--- config.mk ---
export PLATFORM = sky130hd
export DESIGN_NAME = seq_divider
export DESIGN_NICKNAME = d
export VERILOG_FILES = /design/src/rtl/div_pkg.sv /design/src/rtl/div_step.sv /design/src/rtl/seq_divider.sv
export SDC_FILE = /design/constraint.sdc
export NUM_CORES = 1
export LEC_CHECK = 0
export BUFFER_PORTS_ARGS = -buffer_cell sky130_fd_sc_hd__buf_2
export CAP_MARGIN = 20
export CORE_UTILIZATION = 40
export DETAILED_ROUTE_END_ITERATION = 10
export PLACE_DENSITY = 0.66
export SKIP_CTS_REPAIR_TIMING = 1
export SYNTH_ARGS = -nofsm -noshare
export SYNTH_HDL_FRONTEND = slang
export SYNTH_SLANG_ARGS = --single-unit
export TNS_END_PERCENT = 30
--- constraint.sdc ---
create_clock -name clk -period 3.9 [get_ports clk]
set_clock_uncertainty 0.1 [all_clocks]
set_input_delay 0 -clock clk [delete_from_list [all_inputs] [get_ports clk]]
set_output_delay 0 -clock clk [all_outputs]
set_load 0.005 [all_outputs]
--- src/rtl/div_pkg.sv ---
// Shared types and constants for the sequential radix-2 restoring divider.
`timescale 1ns/1ps
package div_pkg;

  localparam int DIV_WIDTH = 32;
  localparam int CNT_W     = $clog2(DIV_WIDTH);

  typedef enum logic [1:0] {
    IDLE = 2'd0,
    CALC = 2'd1,
    FIX  = 2'd2
  } state_t;

endpackage

--- src/rtl/div_step.sv ---
// One restoring-division step: shift in a dividend bit, trial-subtract the divisor, keep or restore.
`timescale 1ns/1ps
module div_step
  import div_pkg::*;
#(
  parameter int WIDTH = DIV_WIDTH
) (
  input  logic [WIDTH-1:0] i_rem,
  input  logic [WIDTH-1:0] i_divisor,
  input  logic             i_bit,
  output logic [WIDTH-1:0] o_rem,
  output logic             o_qbit
);

  logic [WIDTH:0] w_shift;
  logic [WIDTH:0] w_trial;

  // The partial remainder is always below the divisor, so the shifted value is below
  // twice the divisor and a WIDTH+1 bit trial difference carries a valid sign bit.
  assign w_shift = {i_rem, i_bit};
  assign w_trial = w_shift - {1'b0, i_divisor};
  assign o_qbit  = ~w_trial[WIDTH];
  assign o_rem   = o_qbit ? w_trial[WIDTH-1:0] : w_shift[WIDTH-1:0];

endmodule

--- src/rtl/seq_divider.sv ---
// Iterative signed/unsigned divider, one quotient bit per clock; result packed {remainder, quotient}.
`timescale 1ns/1ps
module seq_divider
  import div_pkg::*;
#(
  parameter int WIDTH = DIV_WIDTH
) (
  input  logic               clk,
  input  logic               rst_n,
  input  logic               start,
  input  logic               is_signed,
  input  logic [WIDTH-1:0]   a,
  input  logic [WIDTH-1:0]   b,
  output logic [2*WIDTH-1:0] s,
  output logic               busy,
  output logic               done
);

  localparam int CW = $clog2(WIDTH);

  state_t             r_state;
  state_t             w_nextState;
  logic [CW-1:0]      r_cnt;
  logic [WIDTH-1:0]   r_rem;
  logic [WIDTH-1:0]   r_quo;
  logic [WIDTH-1:0]   r_div;
  logic               r_negQuo;
  logic               r_negRem;
  logic [2*WIDTH-1:0] r_s;
  logic               r_busy;
  logic               r_done;

  logic               w_load;
  logic               w_step;
  logic               w_finish;
  logic [WIDTH-1:0]   w_magA;
  logic [WIDTH-1:0]   w_magB;
  logic [WIDTH-1:0]   w_stepRem;
  logic               w_qBit;
  logic [WIDTH-1:0]   w_quoFix;
  logic [WIDTH-1:0]   w_remFix;

  always_ff @(posedge clk or negedge rst_n) begin
    if (!rst_n) r_state <= IDLE;
    else        r_state <= w_nextState;
  end

  always_comb begin
    w_nextState = r_state;
    case (r_state)
      IDLE:    if (start) w_nextState = CALC;
      CALC:    if (r_cnt == '0) w_nextState = FIX;
      FIX:     w_nextState = IDLE;
      default: w_nextState = IDLE;
    endcase
  end

  always_comb begin
    w_load   = 1'b0;
    w_step   = 1'b0;
    w_finish = 1'b0;
    case (r_state)
      IDLE:    w_load   = start;
      CALC:    w_step   = 1'b1;
      FIX:     w_finish = 1'b1;
      default: ;
    endcase
  end

  // Unary minus of the most negative value yields 2^(W-1), which is the correct unsigned magnitude.
  assign w_magA = (is_signed && a[WIDTH-1]) ? -a : a;
  assign w_magB = (is_signed && b[WIDTH-1]) ? -b : b;

  div_step #(.WIDTH(WIDTH)) u_step (
    .i_rem     (r_rem),
    .i_divisor (r_div),
    .i_bit     (r_quo[WIDTH-1]),
    .o_rem     (w_stepRem),
    .o_qbit    (w_qBit)
  );

  // Divide-by-zero forces an all-ones quotient; the remainder already equals the dividend.
  assign w_quoFix = (r_div == '0) ? '1 : (r_negQuo ? -r_quo : r_quo);
  assign w_remFix = r_negRem ? -r_rem : r_rem;

  always_ff @(posedge clk or negedge rst_n) begin
    if (!rst_n) begin
      r_cnt    <= '0;
      r_rem    <= '0;
      r_quo    <= '0;
      r_div    <= '0;
      r_negQuo <= 1'b0;
      r_negRem <= 1'b0;
      r_s      <= '0;
      r_busy   <= 1'b0;
      r_done   <= 1'b0;
    end else begin
      if (w_load) begin
        r_div    <= w_magB;
        r_quo    <= w_magA;
        r_rem    <= '0;
        r_cnt    <= CW'(WIDTH - 1);
        r_negQuo <= is_signed & (a[WIDTH-1] ^ b[WIDTH-1]);
        r_negRem <= is_signed & a[WIDTH-1];
        r_busy   <= 1'b1;
      end else if (w_step) begin
        r_rem <= w_stepRem;
        r_quo <= {r_quo[WIDTH-2:0], w_qBit};
        r_cnt <= r_cnt - CW'(1);
      end
      if (w_finish) begin
        r_s    <= {w_remFix, w_quoFix};
        r_busy <= 1'b0;
      end
      r_done <= w_finish;
    end
  end

  assign s    = r_s;
  assign busy = r_busy;
  assign done = r_done;

endmodule

==> flow_metrics.tcl <==
set metrics [dict create \
    status "complete, no violations" \
    slew_headroom 0.358 \
    ant_nets 0 \
    drt-pass1-iter-count 5 \
    clk-insertion-delay-late_ns 0.43 \
    ys_ff_latch 171 \
    gp_congestion 0.902 \
    synth_top_area_frac 0.391 \
    ys.warnings.count 0 \
    synth_top_cells_by_area "dfrtp_1, xor2_1, o21ai_0, nand2_1, ha_1" \
    viasPerCell 5.43 \
    chipHeight_um 167 \
    fin_tns_setup_ns 0 \
    cts_buffer_depth 2 \
    synth_cell_types 57 \
    htreeDepth 4 \
    track_usage 0.207 \
    path_clk_slew_ns 0.07 \
    final_cells 1821 \
    worstRegToRegCells 12 \
    path_max_fanout 4 \
    vias 9895 \
    antenna_found_initial 0 \
    syn_to_final_growth_pct 22.8 \
    timing.reg2reg.setup_slack_ns 0.52 \
    period_share 0.870 \
    grt_overflow 0 \
    critPathKind "input pin to register" \
    rsz0062_at_grt "no" \
    first_global_vias 8904 \
    drt_iter0_drc 739 \
    syn_nets 1387 \
    grt_pass1_wl_um 46700 \
    cp-end-kind "register" \
    synth_cells 1280 \
    drc_errors 0 \
    timing.fmax_ghz 0.295 \
    p_per_area_nw_per_um2 902 \
    cts.sinks 171 \
    cts_made_buffers 17 \
    clkPwrFrac 0.147 \
    fillCellCount 2573 \
    report.final.setup_viol 0 \
    reg2reg_from "r_quo[31]$_DFFE_PN0P_" \
    tightest_slew_ns 0.963 \
    hp-class "input pin to async pin" \
    wl_um 29300 \
    num_rows 60 \
    core_area_um2 26900 \
    cts_tree "built" \
    maxCapViolCount 0 \
    cp_data_required_time_ns 4.09 \
    root_buffer "clkbuf_16" \
    p_seq_frac 0.303 \
    p_int_mw 6.59 \
    slew_viol_final 0 \
    synth_edf_count 0 \
    p_leak_nw 5.76 \
    antenna_cells 0 \
    dpl.hpwl_um 21300 \
    finalCriticalPeriod_ns 3.39 \
    multi_input_area_um2 6240 \
    swShare 0.456 \
    initial_core_util 0.407 \
    peakVddDrop_mv 0.451 \
    dp_cells 1706 \
    hold_viol_final 0 \
    regArea_um2 4280 \
    port_buffers 133 \
    worstReg2RegEnd "r_rem[11]$_DFFE_PN0P_" \
    yosys.area.top_type "dfrtp_1" \
    io_pins 134 \
    power.share.combinational 0.551 \
    synth_ff_type "dfrtp_1" \
    netlist_area_um2 10900 \
    grt_max_degree 103 \
    avgSynthCellArea_um2 8.54 \
    ys_seq_area_frac 0.391 \
    crit_arrival_ns 3.58 \
    async_reset_ff_frac 1.00 \
    wl_per_cell_um 16.1 \
    die_area_um2 28000 \
    fp.dieW_um 167 \
    switching_power_mw 5.52 \
    critPathLaunchType "input pin" \
    nets 1574 \
    drive_gt1_frac 0.136 \
]
==> routing by layer <==
metal	up-vias	part of all wire	GRT usage
met4	0	0.014	0.0483
met3	33	0.044	0.0392
met1	4660	0.50	0.307
met2	246	0.44	0.309
li1	4956	-	-
met5	-	0	0
==> critical path, stage by stage <==
cell,delay [ns]
dlygate4sd3_1,0.56
buf_2,0.16
nor4_1,0.37
nand2_1,0.16
nor2_1,0.13
nand2_1,0.13
nor4_1,0.64
nand3b_1,0.23
o41ai_1,0.34
xor2_1,0.20
dlygate4sd3_1,0.58
o21ai_0,0.08
==> power by group through the flow <==
stage                     clock [mW]  sequential, mW  combinational, mW
after floorplan                    0            3.38               4.81
after global placement             0            3.67               6.42
after detailed placement           0            3.70               6.48
after CTS                       1.81            3.67               6.52
after global routing            1.89            3.79               7.45
final                           1.78            3.67               6.67
==> kinds of logic (layout without fill, tap and decap cells) <==
logic type,Yosys count,after routing,synth area share
compound gates,393,393,0.218
xor+xnor,150,150,0.120
fa+ha+maj,39,39,0.0453
buf+inv,117,317,0.0403
flops,171,171,0.391
mux,16,16,0.0146
simple gates,394,394,0.170
==> layout by cell type (no fill, tap or decap), types with 17 or more instances in the layout <==
cell type / n
dfrtp_1: 171
o21ai_0: 158
nand2_1: 138
buf_2: 132
xor2_1: 97
a21oi_1: 91
nor2_1: 90
dlygate4sd3_1: 81
inv_1: 52
xnor2_1: 52
nand3_1: 48
ha_1: 38
a22oi_1: 29
o31ai_1: 25
nor4_1: 22
nor3_1: 17
clkbuf_16: 17
==> final cells by class <==
cell class                 count  area share
clock buffer                  17      0.0317
clock inverter                15      0.0140
inverter                      52      0.0145
multi-input combinational    992       0.465
sequential                   171       0.319
tap                          341      0.0318
timing repair buffer         233       0.124
==> synthesized netlist by cell type (2+ instances only) <==
master,count
a21oi_1,91
xnor2_1,53
o31ai_1,25
or3_1,13
nor2_1,93
o2111ai_1,2
o21ai_1,4
nand2b_1,7
o31a_1,3
and2_1,5
nand4_1,8
a21o_1,11
ha_1,38
a22oi_1,29
nand3b_1,3
and4_1,2
xor2_1,97
or2_2,4
inv_1,52
o41ai_1,14
nand3_1,48
clkbuf_1,60
a32oi_1,3
a31oi_1,7
and3_1,5
o21ai_0,158
o21a_1,9
nor3_1,17
buf_1,4
or4_4,2
or4_1,11
mux2i_1,16
o21bai_1,5
nor4_1,22
o211ai_1,14
dfrtp_1,171
nor4b_1,3
nor2b_1,9
nand2_1,139
a211o_1,2
a211oi_1,4
a21boi_0,2
==> state kept, by name (all words and copies together), names as in the netlist <==
| register | cells |
|---|---|
| s | 64 |
| r_div | 32 |
| r_quo | 32 |
| r_rem | 32 |
| r_cnt | 5 |
| r_state | 2 |
| busy | 1 |
| done | 1 |
| r_negQuo | 1 |
| r_negRem | 1 |
==> how the worst max path moves through the flow <==
stage	from	endpoint	slack, ns	cells past startpoint
after global routing	r_quo[31]$_DFFE_PN0P_	r_rem[11]$_DFFE_PN0P_	0.21	12
after detailed placement	r_quo[31]$_DFFE_PN0P_	r_rem[11]$_DFFE_PN0P_	0.48	12
final	a[4]	r_quo[29]$_DFFE_PN0P_	0.51	12
after CTS	r_quo[31]$_DFFE_PN0P_	r_rem[11]$_DFFE_PN0P_	0.48	12
after global placement	r_quo[31]$_DFFE_PN0P_	r_rem[30]$_DFFE_PN0P_	0.60	12
after floorplan	r_rem[6]$_DFFE_PN0P_	r_rem[15]$_DFFE_PN0P_	0.81	11
==> metrics by stage <==
step	worst slack [ns]	instance area, µm²	power, mW	utilization	hold slack (ns)
floorplan	0.813	10900	8.19	-	-0.396
global placement	0.595	12000	10.1	0.445	0.0952
detailed placement	0.485	12000	10.2	0.445	0.0932
CTS	0.478	12600	12.0	0.468	-0.370
global route	0.210	13400	13.1	0.500	0.242
finish	0.506	13400	12.1	0.500	0.150
Note: power is estimated with default switching activity, not from simulation.
